--- src/rtl/action_input_conditioner_pkg.sv ---
// Shared types and default timing for the action input conditioner.
// Holds the per-channel state enum and the default cycle counts used by the top.
package GamePkg;

  typedef enum logic [1:0] {
    ST_IDLE = 2'd0,
    ST_DAS  = 2'd1,
    ST_ARR  = 2'd2,
    ST_LOCK = 2'd3
  } input_state_t;

  localparam int DEF_DAS_DELAY       = 10_000_000;
  localparam int DEF_ARR_PERIOD      = 2_500_000;
  localparam int DEF_LOCKOUT         = 8_000_000;
  localparam int DEF_DEBOUNCE_CYCLES = 500_000;

  // Terminal timer value for a period of `cycles`; degenerate periods collapse to 0.
  function automatic logic [63:0] term_count(input int cycles);
    return (cycles > 0) ? 64'(cycles - 1) : 64'd0;
  endfunction

endpackage

--- src/rtl/action_input_conditioner_channel.sv ---
// One key channel: 2-flop synchronizer, optional debounce (ACTION_INPUT_DEBOUNCE_EN),
// edge stage and the IDLE/DAS/ARR/LOCK state machine with its saturating timer.
module input_channel
  import GamePkg::*;
#(
  parameter int CNT_W           = 32,
  parameter int DAS_DELAY       = DEF_DAS_DELAY,
  parameter int ARR_PERIOD      = DEF_ARR_PERIOD,
  parameter int LOCKOUT         = DEF_LOCKOUT,
  parameter int DEBOUNCE_CYCLES = DEF_DEBOUNCE_CYCLES,
  parameter bit REPEAT          = 1'b0
) (
  input  logic       clk,
  input  logic       rst_l,
  input  logic       key_n,
  input  logic       clear,
  output logic       pulse,
  output logic       held,
  output logic [1:0] state_dbg
);

  localparam logic [63:0] DAS_TC  = term_count(DAS_DELAY);
  localparam logic [63:0] ARR_TC  = term_count(ARR_PERIOD);
  localparam logic [63:0] LOCK_TC = term_count(LOCKOUT);

  logic [1:0]       sync_q;
  logic             key_sync;
  logic             key_s;
  logic [1:0]       edge_q;
  logic             key_lvl;
  logic             key_rise;
  logic [1:0]       fill_cnt;
  logic             armed;
  input_state_t     state;
  logic [CNT_W-1:0] timer;
  logic [CNT_W-1:0] timer_inc;
  logic             das_done;
  logic             arr_done;
  logic             lock_done;

  always_ff @(posedge clk or negedge rst_l) begin
    if (!rst_l) begin
      sync_q <= 2'b00;
    end else begin
      sync_q <= {sync_q[0], ~key_n};
    end
  end

  assign key_sync = sync_q[1];

`ifdef ACTION_INPUT_DEBOUNCE_EN
  localparam logic [31:0] DEB_TC = 32'(term_count(DEBOUNCE_CYCLES));

  logic [31:0] deb_cnt;
  logic        deb_q;

  // Output follows the synchronizer only after DEBOUNCE_CYCLES differing samples in a row.
  always_ff @(posedge clk or negedge rst_l) begin
    if (!rst_l) begin
      deb_cnt <= '0;
      deb_q   <= 1'b0;
    end else if (key_sync == deb_q) begin
      deb_cnt <= '0;
    end else if (deb_cnt == DEB_TC) begin
      deb_cnt <= '0;
      deb_q   <= key_sync;
    end else begin
      deb_cnt <= deb_cnt + 32'd1;
    end
  end

  assign key_s = deb_q;
`else
  assign key_s = key_sync;
`endif

  // Arming: after reset a press only counts once the key has been seen released,
  // so a key held through reset never produces a strobe.
  always_ff @(posedge clk or negedge rst_l) begin
    if (!rst_l) begin
      edge_q   <= 2'b00;
      fill_cnt <= 2'd0;
      armed    <= 1'b0;
    end else begin
      edge_q <= {edge_q[0], key_s};
      if (fill_cnt != 2'd3) begin
        fill_cnt <= fill_cnt + 2'd1;
      end
      if (fill_cnt[1] && !key_sync) begin
        armed <= 1'b1;
      end
    end
  end

  assign key_lvl  = edge_q[0];
  assign key_rise = edge_q[0] & ~edge_q[1] & armed;

  assign timer_inc = (&timer) ? timer : timer + {{(CNT_W-1){1'b0}}, 1'b1};
  assign das_done  = (64'(timer) == DAS_TC);
  assign arr_done  = (64'(timer) == ARR_TC);
  assign lock_done = (64'(timer) == LOCK_TC);

  // Release wins over a same-cycle terminal count; clear wins over everything.
  always_ff @(posedge clk or negedge rst_l) begin
    if (!rst_l) begin
      state <= ST_IDLE;
      timer <= '0;
      pulse <= 1'b0;
      held  <= 1'b0;
    end else begin
      pulse <= 1'b0;
      held  <= key_lvl;
      if (clear) begin
        state <= ST_IDLE;
        timer <= '0;
      end else begin
        case (state)
          ST_IDLE: begin
            timer <= '0;
            if (key_rise) begin
              pulse <= 1'b1;
              state <= REPEAT ? ST_DAS : ST_LOCK;
            end
          end
          ST_DAS: begin
            if (!key_lvl) begin
              state <= ST_IDLE;
              timer <= '0;
            end else if (das_done) begin
              pulse <= 1'b1;
              timer <= '0;
              state <= ST_ARR;
            end else begin
              timer <= timer_inc;
            end
          end
          ST_ARR: begin
            if (!key_lvl) begin
              state <= ST_IDLE;
              timer <= '0;
            end else if (arr_done) begin
              pulse <= 1'b1;
              timer <= '0;
            end else begin
              timer <= timer_inc;
            end
          end
          ST_LOCK: begin
            if (lock_done) begin
              state <= ST_IDLE;
              timer <= '0;
            end else begin
              timer <= timer_inc;
            end
          end
          default: begin
            state <= ST_IDLE;
            timer <= '0;
          end
        endcase
      end
    end
  end

  assign state_dbg = state;

endmodule

--- src/rtl/action_input_conditioner.sv ---
// Conditions NUM_CH raw active-low keys into one-cycle action strobes and held levels.
// Optional debounce stage per channel is enabled with `define ACTION_INPUT_DEBOUNCE_EN.
module action_input_conditioner
  import GamePkg::*;
#(
  parameter int              NUM_CH          = 6,
  parameter int              CNT_W           = 32,
  parameter int              DAS_DELAY       = DEF_DAS_DELAY,
  parameter int              ARR_PERIOD      = DEF_ARR_PERIOD,
  parameter int              LOCKOUT         = DEF_LOCKOUT,
  parameter int              DEBOUNCE_CYCLES = DEF_DEBOUNCE_CYCLES,
  parameter logic [NUM_CH-1:0] REPEAT_MASK   = 6'b001100
) (
  input  logic                clk,
  input  logic                rst_l,
  input  logic [NUM_CH-1:0]   key_n,
  input  logic                clear,
  output logic [NUM_CH-1:0]   pulse,
  output logic [NUM_CH-1:0]   held,
  output logic [2*NUM_CH-1:0] state_dbg
);

  for (genvar ch = 0; ch < NUM_CH; ch++) begin : g_ch
    input_channel #(
      .CNT_W           (CNT_W),
      .DAS_DELAY       (DAS_DELAY),
      .ARR_PERIOD      (ARR_PERIOD),
      .LOCKOUT         (LOCKOUT),
      .DEBOUNCE_CYCLES (DEBOUNCE_CYCLES),
      .REPEAT          (REPEAT_MASK[ch])
    ) u_channel (
      .clk       (clk),
      .rst_l     (rst_l),
      .key_n     (key_n[ch]),
      .clear     (clear),
      .pulse     (pulse[ch]),
      .held      (held[ch]),
      .state_dbg (state_dbg[2*ch +: 2])
    );
  end

endmodule

--- config.mk ---
export PLATFORM = sky130hd
export DESIGN_NAME = action_input_conditioner
export DESIGN_NICKNAME = d
export VERILOG_FILES = /design/src/rtl/action_input_conditioner_pkg.sv /design/src/rtl/action_input_conditioner_channel.sv /design/src/rtl/action_input_conditioner.sv
export SDC_FILE = /design/constraint.sdc
export NUM_CORES = 1
export LEC_CHECK = 0
export CAP_MARGIN = 5
export CORE_MARGIN = 2
export CORE_UTILIZATION = 65
export CTS_BUF_LIST = sky130_fd_sc_hd__clkbuf_4
export DETAILED_ROUTE_END_ITERATION = 8
export GPL_ROUTABILITY_DRIVEN = 1
export PLACE_DENSITY = 0.86
export SYNTH_ARGS = -nofsm -noshare
export SYNTH_HDL_FRONTEND = slang
export SYNTH_SLANG_ARGS = --single-unit
--- constraint.sdc ---
create_clock -name clk -period 7.85 [get_ports clk]
set_clock_uncertainty 0.15 [all_clocks]
set_input_delay 1.9625 -clock clk [delete_from_list [all_inputs] [get_ports clk]]
set_output_delay 1.9625 -clock clk [all_outputs]
set_load 0.02 [all_outputs]
==> results of run 1 <==
-- cell usage in the layout (no fill, tap or decap), types with 36 or more instances in the layout --
master | synthesis | routed
nor2_1 | 275 | 275
dfrtp_1 | 252 | 252
clkbuf_4 | 0 | 101
xnor2_1 | 100 | 100
nand3_1 | 92 | 92
nand2_1 | 86 | 86
nand4_1 | 75 | 75
xor2_1 | 75 | 75
nor3_1 | 61 | 61
inv_1 | 55 | 55
ha_1 | 42 | 42
nor4_1 | 36 | 36
-- stage by stage --
step	utilization	hold slack, ns	cell area [um2]	std cells	worst slack, ns
floorplan	-	0.181	13800	1478	4.51
global placement	0.681	0.182	14300	1738	3.30
detailed placement	0.681	0.186	14300	1738	3.21
CTS	0.724	0.187	15200	1854	3.88
global route	0.724	0.204	15200	1855	3.70
finish	0.724	0.180	15200	1855	3.85
-- worst max-delay path by stage --
stage                                   startpoint                          end  cells after the start  slack (ns)
floorplan                                    clear  g_ch[5].u_channel.timer[10]                      7        4.51
global placement                             clear  g_ch[0].u_channel.timer[18]                      7        3.30
detailed placement                           clear  g_ch[0].u_channel.timer[23]                      7        3.21
CTS                 g_ch[1].u_channel.state_dbg[0]                 state_dbg[2]                      1        3.88
global route                                 clear   g_ch[0].u_channel.timer[5]                      7        3.70
finish                                       clear  g_ch[0].u_channel.timer[11]                      7        3.85
-- synth_stat cells, drive strengths merged (29+ instances only) --
library cell / n
dfrtp: 252
nand3: 93
buf: 29
inv: 55
xor2: 75
nand2: 86
nand4: 75
ha: 42
xnor2: 100
nor3: 61
nor2: 275
nor4: 38
-- critical path, cell delays in order --
cell	delay [ns]
clkdlybuf4s50_1	0.45
buf_4	0.32
nor2_1	0.16
nand3_1	0.11
a21oi_1	0.06
a211oi_4	1.05
nor2_1	0.17
-- final cells by class --
type,count,area (um2),area share
Clock buffer,101,758,0.0500
Inverter,55,206,0.0136
Timing Repair Buffer,38,370,0.0244
Sequential cell,252,6310,0.416
Antenna cell,1,2.50,0.000165
Multi-Input combinational cell,1118,7040,0.464
Clock inverter,15,138,0.00907
Tap cell,275,344,0.0227
-- where the power goes --
group / leakage (nW) / switching [mW] / internal (mW)
clock network: 0.533 / 0.529 / 0.685
registers: 3.36 / 0.0477 / 1.33
logic: 1.94 / 0.244 / 0.153
total: 5.83 / 0.821 / 2.17
-- logic make-up after synthesis --
kind of cell,count (synthesis)
compound gates,101
buf+inv,108
fa+ha+maj,42
mux,16
flops,252
xor+xnor,175
simple gates,784
-- flip-flops by register name, summed over array words and instances, names as in the netlist --
signal,count
g_ch.u_channel.armed,6
g_ch.u_channel.edge_q,12
g_ch.u_channel.fill_cnt,12
g_ch.u_channel.pulse,6
g_ch.u_channel.state_dbg,12
g_ch.u_channel.sync_q,12
g_ch.u_channel.timer,192
-- per-layer routing --
layer | wire length [um] | vias up | global-route usage
li1 | - | 5349 | -
met1 | 12900 | 5427 | 0.355
met2 | 14300 | 328 | 0.449
met3 | 1340 | 70 | 0.0521
met4 | 661 | 0 | 0.0948
met5 | 0 | - | 0
==> impl_metrics.toml, run 1 <==
[outcome]
status = "finished, final reports clean"

[global_route]
globalRouteTotalUtil = 0.269
grt_max_degree = 130
grt_overflow_total = 0
grt_pass1_vias = 10800
grt_first_pass_wirelength_um = 50000
antenna_found_initial = 1

[clock_network]
root_buffer = "clkbuf_4"
hold_buffers = 0
cts_sinks = 252
post_cts_resized = 0
cts_tree = "yes"
insertion_delay_ns = 0.67
cts_made_buffers = 69
path_clk_slew_ns = 0.06
htree_levels = 3
post_cts_buffers = 0
cts_max_path_buffers = 3

[routing]
first_pass_iters = 5
vias = 11200
ant_nets = 0
vias_per_cell = 6.02
wire_per_inst_um = 15.7
drtIter0Drc = 761
wl_um = 29100
drc = 0

[sta]
rsz0062_at_grt = "false"
hold_viol_final = 0
post-route-period-util = 0.510
finalSetupTns_ns = 0
max-slew-margin-rel = 0.155
fmax_ghz = 0.250
layout_min_cycle_time_ns = 4.00
setup_viol = 0
worst_pin_slew_ns = 1.26
slew_violations = 0

[floorplanning]
initial_utilization = 0.659
num_rows = 53
die-area_mm2 = 0.0224
pin_count = 33
die_width_um = 150
core_mm2 = 0.0210
die_y_um = 150

[yosys]
avgSynthCellArea_um2 = 9.34
synthTopCellsByArea = "dfrtp_1, nor2_1, xnor2_1"
synthFlopType = "dfrtp_1"
synth_seq_cells = 252
synth_compound_area_frac = 0.0538
synth_top_family_by_area = "simple AND/OR/NAND/NOR gates"
yosys-mux-area-fraction = 0.0121
ys_seq_area_frac = 0.457
synth_adder_area_share = 0.0381
synth_enable_flop_cells = 0
synthDistinctLibCells = 71
synth-simple-area-share = 0.294
yosysWarnings = 0
async_flop_share = 1.00
syn-num-nets = 1529
synth_xor_area_frac = 0.111
netlist_area_mm2 = 0.0138
yosysTopAreaCellShare = 0.457
synth_top_cell_by_area = "dfrtp_1"
syn_inst = 1478

[power]
leakagePower_nw = 5.83
ir_drop_uv = 139
power_density_mw_per_mm2 = 197
power_mw = 2.99

[worst_setup_path]
regToRegStartpoint = "g_ch[0].u_channel.timer[0]"
crit_arrival_ns = 4.31
r2r_setup_slack_ns = 4.43
reg2regPathDepth = 6
cp-start-kind = "input pin"
crit_fanout = 32
critPathKind = "input pin to flip-flop"
required_ns = 8.15
end_kind = "flip-flop"
timing.rr.end = "g_ch[0].u_channel.timer[11]"

[finish]
fill_cells = 1562
nNetsFinal = 1585
drive_gt1_frac = 0.0868
area_delta_synth_final_pct = 9.89

[worst_hold_path]
hold_depth = 0
worst_hold_path_type = "flip-flop to flip-flop"
worstHoldStart = "g_ch[5].u_channel.sync_q[0]"
min_to = "g_ch[5].u_channel.sync_q[1]"

[placed_design]
port-buffer-count = 32
post-dp-hpwl_um = 19500
gp_congestion = 0.939

[flow_run]
cap_violations = 0
No activity file was read; power rests on OpenSTA's default activity.
==> run 2, diff against run 1 <==
- CORE_UTILIZATION: 65 -> 58
- PLACE_DENSITY: 0.86 -> 0.81
- clock period: 7.85 -> 3.65 ns (I/O delays scaled with it)
==> run 2 against run 1 <==
Compared with the run above: sequential power increased by 110%; non-clock buffer count increased by 10; cell count increased by 2.7%; largest power group unchanged; flip-flop and latch count unchanged; global-route usage decreased by 2.5 points; count of clock-buffer cells in the layout decreased by 5.
==> impl_metrics.toml, run 2 (same netlist as run 1, synthesis figures left out) <==
[routing]
drtIter0Drc = 821
vias = 11200
ant_nets = 0
wl_um = 29200
routed-wl-met3_um = 1500
wl_met2_um = 13800
drc = 0
top_layer = "met4"
vias_per_cell = 5.88
met1_length_um = 13100
wire_per_inst_um = 15.3
first_pass_iters = 7

[sta]
setup_viol = 0
fmax_ghz = 0.340
slew_violations = 0
rsz0062_at_grt = "false"
hold_viol_final = 0
layout_min_cycle_time_ns = 2.94
post-route-period-util = 0.805
finalSetupTns_ns = 0
worst_pin_slew_ns = 0.810
max-slew-margin-rel = 0.451

[floorplanning]
die_width_um = 158
die-area_mm2 = 0.0250
pin_count = 33
die_y_um = 158
num_rows = 56
core_mm2 = 0.0234
initial_utilization = 0.590

[clock_network]
cts_tree = "yes"
cts_sinks = 252
path_clk_slew_ns = 0.06
post_cts_buffers = 0
htree_levels = 3
post_cts_resized = 0
cts_max_path_buffers = 3
cts_made_buffers = 68
hold_buffers = 0
root_buffer = "clkbuf_4"
insertion_delay_ns = 0.68

[finish]
nNetsFinal = 1594
largest_reg_flops = 192
area_delta_synth_final_pct = 10.4
final_common_cell = "nor2_1"
top_register = "g_ch.u_channel.timer"
final_cell_mix = "nor2_1, dfrtp_1, xnor2_1, clkbuf_4, nand3_1"
drive_gt1_frac = 0.0895

[power]
power_density_mw_per_mm2 = 410
leakagePower_nw = 5.85
ir_drop_uv = 313
power_mw = 6.25

[worst_setup_path]
required_ns = 3.99
cp_top_family = "simple AND/OR/NAND/NOR gates"
cp-start-kind = "flip-flop"
crit_buf_inv = 0
cp_num_cells = 7
crit_fanout = 32
crit_arrival_ns = 3.28
reg2regPathDepth = 7
crit_chain = "ha_1 > nand4bb_1 > or4b_1 > or4_1 > nand3_1 > a311o_2 > nor2_1"
cpMaxStageDelayCell = "a311o_2"
r2r_setup_slack_ns = 0.71
critPathKind = "flip-flop to flip-flop"
end_kind = "flip-flop"
slowest_delay_ns = 0.57

[global_route]
grt_overflow_total = 0
globalRouteTotalUtil = 0.245
grt_first_pass_wirelength_um = 50900
antenna_found_initial = 1
grt_max_degree = 101
grt_pass1_vias = 10900

[flow_run]
cap_violations = 0

[worst_hold_path]
worst_hold_path_type = "input pin to async pin"

[placed_design]
port-buffer-count = 32
post-dp-hpwl_um = 19700
gp_congestion = 0.925

[outcome]
status = "finished, final reports clean"
[run 2: path summary, 6_finish.rpt]
path,startpoint,to
worst max-delay path,g_ch[2].u_channel.timer[0],g_ch[2].u_channel.timer[26]
worst min-delay path,rst_l,g_ch[4].u_channel.timer[30]
worst max register to register,g_ch[2].u_channel.timer[0],g_ch[2].u_channel.timer[26]
worst min register to register,g_ch[2].u_channel.sync_q[0],g_ch[2].u_channel.sync_q[1]
max in group asynchronous,rst_l,g_ch[1].u_channel.pulse
min in group clk,g_ch[2].u_channel.sync_q[0],g_ch[2].u_channel.sync_q[1]
[run 2: stage by stage]
| step | std cells | instance area [um2] | worst slack (ns) | util | hold slack (ns) |
|---|---|---|---|---|---|
| after floorplan | 1478 | 13800 | 1.16 | - | 0.181 |
| after global placement | 1792 | 14400 | 0.756 | 0.616 | 0.183 |
| after detailed placement | 1792 | 14400 | 0.706 | 0.616 | 0.187 |
| after CTS | 1905 | 15200 | 0.696 | 0.651 | 0.138 |
| after global routing | 1906 | 15200 | 0.468 | 0.651 | 0.190 |
| final | 1906 | 15200 | 0.711 | 0.651 | 0.159 |
[run 2: per-layer routing]
metal	vias to the layer above	global-route usage
li1	5357	-
met3	77	0.0438
met2	317	0.400
met1	5459	0.326
met5	-	0
met4	0	0.0952
[run 2: report_power, final]
part	switching [mW]	total (mW)	internal [mW]	leakage (nW)
clock	1.16	2.43	1.28	0.494
combinational	0.522	0.858	0.336	1.99
sequential	0.0975	2.96	2.86	3.36
total	1.78	6.25	4.47	5.85
[run 2: final cells by class]
type | instances | area [um2]
sequential | 252 | 6310
antenna | 1 | 2.50
tap | 319 | 399
clock inverter | 17 | 91.3
fill | 1898 | 8160
inverter | 55 | 206
multi-input combinational | 1118 | 7040
timing repair buffer | 48 | 470
clock buffer | 96 | 721
==> run 3, diff against run 2 <==
- clock period: 3.65 -> 2.4 ns (I/O delays scaled with it)
==> run 3 against run 2 <==
Compared with the run above: the flow now finishes with violations (negative setup slack); setup slack got worse by 0.86 ns; global-route usage increased by 2.5 points; die area unchanged; flip-flop and latch count unchanged; non-clock buffer count increased by 161; via count increased by 9.0%; hold slack improved by 0.041 ns; largest power group unchanged.
==> impl_metrics.toml, run 3 (same netlist as run 1, synthesis figures left out) <==
[outcome]
status = "finished, violations left"
violations = "negative setup slack"

[power]
clkPwrFrac = 0.376
pwr-share-seq = 0.444
comb_power_share = 0.180
power.internal_mw = 7.14
power_mw = 10.1
p_sw_mw = 2.97
ir_drop_uv = 532
leakagePower_nw = 6.88
netSwitchingFraction = 0.294
power_density_mw_per_mm2 = 583

[clock_network]
cts_tree = "yes"
insertion_delay_ns = 0.69
cts_max_path_buffers = 3
cts_sinks = 252
htree_levels = 3
cts_made_buffers = 67
path_clk_slew_ns = 0.06
root_buffer = "clkbuf_4"

[routing]
vias_per_cell = 5.92
drc = 0
vias = 12200
first_pass_iters = 6
wl_um = 34500
wire_per_inst_um = 16.7
ant_nets = 0
drtIter0Drc = 948

[floorplanning]
die-area_mm2 = 0.0250
die_y_um = 158
initial_utilization = 0.590
die_width_um = 158
pin_count = 33
core_mm2 = 0.0234
num_rows = 56

[sta]
rsz0062_at_grt = "true"
slew_violations = 0
post-route-period-util = 1.06
setup_viol = 131
holdWs_ns = 0.200
layout_min_cycle_time_ns = 2.55
fmax_ghz = 0.393
hold_viol_final = 0
fin_ws_ns = -0.146
max-slew-margin-rel = 0.592
worst_pin_slew_ns = 0.604

[finish]
fill_cells = 1624
post-route-util = 0.741
top_register = "g_ch.u_channel.timer"
largest_reg_flops = 192
stdcell_count = 2065
final_common_cell = "dfrtp_1"
nNetsFinal = 1754
drive_gt1_frac = 0.241
area_delta_synth_final_pct = 25.6
final_cell_mix = "dfrtp_1, nor2_1, buf_4, xnor2_1, nand3_1"

[global_route]
grt_pass1_vias = 12000
grt_overflow_total = 0
globalRouteTotalUtil = 0.269
antenna_found_initial = 1
grt_first_pass_wirelength_um = 55200
grt_max_degree = 52

[worst_setup_path]
critPathKind = "flip-flop to flip-flop"
cp_top_family = "simple AND/OR/NAND/NOR gates"
crit_buf_inv = 2
crit_chain = "or4b_4 > nor4_4 > and4_1 > a21oi_2 > a211oi_4 > buf_6 > buf_8 > nor2_2"
regToRegStartpoint = "g_ch[0].u_channel.timer[9]"
end_kind = "flip-flop"
reg2regPathDepth = 8
crit_fanout = 7
cpMaxStageDelayCell = "or4b_4"
slowest_delay_ns = 0.55
crit_arrival_ns = 2.94
required_ns = 2.80
cp-start-kind = "flip-flop"
cp_num_cells = 8
crit_start = "g_ch[0].u_channel.timer[9]"

[placed_design]
post-dp-hpwl_um = 21900
gp_congestion = 0.928
dp_cells = 1929
port-buffer-count = 32

[worst_hold_path]
worstHoldStart = "g_ch[5].u_channel.sync_q[0]"
worst_hold_path_type = "flip-flop to flip-flop"
hold_depth = 0

[flow_run]
cap_violations = 0
[run 3: changes by cell type in the layout (fill, tap and decap cells not counted), sizes merged]
| cell | before | now |
|---|---|---|
| dlygate4sd3 | 0 | 1 |
| clkinv | 12 | 17 |
| clkdlybuf4s50 | 31 | 8 |
| clkbuf | 96 | 91 |
| buf | 17 | 175 |
| bufinv | 1 | 3 |
| dlygate4sd2 | 0 | 22 |
| inv | 59 | 57 |
| dlymetal6s2s | 0 | 1 |
[run 3: final cells by class]
cell class / instances / area (um2) / area share
Tap cell: 319 / 399 / 0.0230
Clock inverter: 22 / 165 / 0.00953
Multi-Input combinational cell: 1118 / 7710 / 0.445
Timing Repair Buffer: 209 / 1870 / 0.108
Inverter: 55 / 206 / 0.0119
Antenna cell: 1 / 2.50 / 0.000144
Clock buffer: 89 / 668 / 0.0385
Sequential cell: 252 / 6310 / 0.364
[run 3: metrics by stage]
| step | setup slack (ns) | area [um2] | TNS (ns) |
|---|---|---|---|
| 2_1_floorplan | -0.0656 | 13800 | -0.0656 |
| 3_3_place_gp | -0.0942 | 15500 | -3.12 |
| 3_5_place_dp | -0.173 | 15500 | -8.13 |
| 4_1_cts | -0.0911 | 16600 | -2.68 |
| 5_1_grt | -0.223 | 17300 | -22.57 |
| 6_report | -0.146 | 17300 | -12.03 |
[run 3: timing repair]
item,4_1_cts,5_1_grt
buffers inserted,3,11
resized for setup,70,155
pin swaps,16,71
hold buffers,1,0
endpoints found under the setup margin,125,204
hold endpoints to repair,45,0
gates cloned,6,3
[run 3: power groups by stage]
stage | Combinational [mW] | Clock, mW | Sequential (mW)
5_1_grt | 1.97 | 4.13 | 4.50
3_5_place_dp | 1.44 | 0 | 4.56
3_3_place_gp | 1.38 | 0 | 4.56
6_report | 1.82 | 3.80 | 4.49
2_1_floorplan | 0.800 | 0 | 4.61
4_1_cts | 1.53 | 3.90 | 4.48
[run 3: worst paths after layout]
| path | slack, ns | end |
|---|---|---|
| max in group asynchronous | 1.08 | g_ch[0].u_channel.edge_q[0] |
| min | 0.20 | g_ch[5].u_channel.sync_q[1] |
| max | -0.15 | g_ch[0].u_channel.timer[5] |
| max reg2reg | -0.15 | g_ch[0].u_channel.timer[5] |
| min reg2reg | 0.20 | g_ch[5].u_channel.sync_q[1] |
| min in group asynchronous | 0.31 | g_ch[3].u_channel.timer[19] |
[run 3: per-layer routing]
| metal | share of wire | track usage | vias up |
|---|---|---|---|
| li1 | - | - | 5690 |
| met1 | 0.42 | 0.345 | 5992 |
| met2 | 0.50 | 0.451 | 432 |
| met4 | 0.032 | 0.115 | 0 |
| met5 | 0 | 0 | - |
| met3 | 0.056 | 0.0514 | 110 |
==> variant: new RTL, config.mk and constraints of run 3 <==
Change the parameter `NUM_CH` from 6 to 12.
--- a/src/rtl/action_input_conditioner.sv
+++ b/src/rtl/action_input_conditioner.sv
@@ -4,5 +4,5 @@
   import GamePkg::*;
 #(
-  parameter int              NUM_CH          = 6,
+  parameter int              NUM_CH          = 12,
   parameter int              CNT_W           = 32,
   parameter int              DAS_DELAY       = DEF_DAS_DELAY,
Ports: changed (resized held, key_n, pulse and state_dbg); port bits go from 33 to 63. The function was not compared with the original's and may differ.
==> variant against run 3 <==
  * The run still ends with setup timing left
  * Wire length grew 110%
  * Hold slack lost 0.086 ns
  * Sequential cell count grew 252
  * Power grew 100%
  * Cell area grew 100%
  * Synthesized area grew 100%
  * Non-clock buffer count grew 222
  * Worst setup slack lost 0.051 ns
  * Highest routed layer unchanged
==> variant: results (changes against run 3) <==
- Cell leakage power: 0.0139 µW (was 0.00688 µW)
- Post-DP HPWL: 44,500 µm (was 21,900 µm)
- Outcome: complete, but fails checks (unchanged)
- CP arrival: 3.30 ns (was 2.94 ns)
- Clock-pin slew of the registers on the worst-case setup and hold paths: 0.08 ns (was 0.06 ns)
- Distinct cells, synth: 86 (was 71)
- Post-Place Worst Slack: -0.0811 ns (was -0.173 ns)
- Failing checks: setup timing (unchanged)
- CP top delay family: simple AND/OR/NAND/NOR gates (unchanged)
- Biggest register: g_ch.u_channel.timer (unchanged)
- Final Setup Violations: 139 (was 131)
- Antenna violations before repair: 2 (was 1)
- Clk_lat worst skew: 0.98 ns (was 0.69 ns)
- Post-DP Area: 30,800 µm² (was 15,500 µm²)
- Routability Congestion: 0.954 (was 0.928)
- Ys async rst share: 1.00 (unchanged)
- Synth warn: 0 (unchanged)
- Pre-antenna DRT Iters: 6 (unchanged)
- Hold Crit Class: input port to async pin (was register to register)
- Mapped Nets: 3,034 (was 1,529)
- Critical-path top delay cell: or4b_1 (was or4b_4)
- Average routed wire per standard cell: 17.6 µm (was 16.7 µm)
- Max H-tree Level: 4 (was 3)
- VDD IR max: 0.000733 V (was 0.000532 V)
- Initial DRC count: 2,410 (was 948)
- Relative slew margins: 0.416 (was 0.592)
- Port buffer count: 62 (was 32)
- Compound-Gate Fraction of Synth Area: 0.0490 (was 0.0538)
- CP max FO: 8 (was 7)
- Total track usage: 0.270 (was 0.269)
- Final instance area: 35,000 µm² (was 17,300 µm²)
- Mux contribution to synthesized area: 0.0134 (was 0.0121)
- Remaining DRCs: 0 (unchanged)
- Synth top cells by count: nor2_1, dfrtp_1, xnor2_1 (unchanged)
- Synth Area in Adders: 0.0379 (was 0.0381)
- Final-layout fill cell count: 3,135 (was 1,624)
- Number of global-route vias before repair: 24,000 (was 12,000)
- Max reg flops: 384 (was 192)
- CP startpoint kind: register (unchanged)
- TNS Setup: -11.06 ns (was -12.03 ns)
- XOR/XNOR share of the synthesized area: 0.112 (was 0.111)
- Synthesized area per cell: 9.44 µm² (was 9.34 µm²)
- Via density: 6.02 (was 5.92)
- Dominant synthesized flop cell: dfrtp_1 (unchanged)
- Total CTS buffers: 137 (was 67)
- Layout cell share with drive strength beyond 1: 0.271 (was 0.241)
- CTS Buffer Depth: 3 (unchanged)
- Nets@finish: 3,481 (was 1,754)
- Largest net degree at the start of global routing: 87 (was 52)
- Synth top area cells: dfrtp_1, nor2_1, xnor2_1, xor2_1, ha_1 (unchanged)
- Post-route insts no fill: 4,094 (was 2,065)
- CP max stage delay: 0.52 ns (was 0.55 ns)
- Global-route wire length before repair: 112,000 µm (was 55,200 µm)
- CTS root buffer: clkbuf_4 (unchanged)
- Final worst slack: -0.197 ns (was -0.146 ns)
- Register area share after synthesis: 0.455 (was 0.457)
- Dpl cells: 3,748 (was 1,929)
## variant: timing repair
action	CTS	global route
resized for setup	260	318
hold buffers	14	0
endpoints found under the hold margin	532	0
cloned	2	19
setup buffers	30	46
setup endpoints to repair	244	398
pin swaps	17	138
## variant: tightest hold or removal path: stages
cell and delay, ns:
dlygate4sd3_1 0.56, buf_8 0.19, buf_12 0.23
## variant: where the power goes
part	switching [µW]	internal (µW)
Clock	3660	3900
Combinational	2200	1510
Sequential	223	8750
Total	6080	14200
## variant: kinds of logic after synthesis
family,Yosys count
simple gates,1549
mux,35
buf+inv,211
xor+xnor,353
compound gates,199
fa+ha+maj,84
flops,504
## variant: final cells by class
class / instances / area share
inverter: 87 / 0.00934
timing repair buffer: 431 / 0.109
tap: 615 / 0.0220
clock inverter: 48 / 0.00805
antenna: 3 / 0.000215
multi-input combinational: 2221 / 0.450
sequential: 504 / 0.362
clock buffer: 185 / 0.0397
## variant: layer usage
metal,GRT usage,up-vias,wire length (µm)
met5,0,-,0
met4,0.115,0,2240
met3,0.0538,228,4470
met2,0.439,949,35600
met1,0.353,12100,29800
li1,-,11400,-
## variant: path summary, 6_finish.rpt
kind                                        startpoint                             end  depth (start not counted)  slack, ns
min reg2reg                g_ch[3].u_channel.sync_q[0]     g_ch[3].u_channel.sync_q[1]                          0       0.16
min                                              rst_l      g_ch[6].u_channel.timer[4]                          3       0.11
min in group clk                              key_n[3]     g_ch[3].u_channel.sync_q[0]                          2       0.12
max reg2reg                g_ch[8].u_channel.timer[11]     g_ch[8].u_channel.timer[13]                          6      -0.20
max in group asynchronous                        rst_l  g_ch[9].u_channel.state_dbg[0]                          3       0.62
max                        g_ch[8].u_channel.timer[11]     g_ch[8].u_channel.timer[13]                          6      -0.20
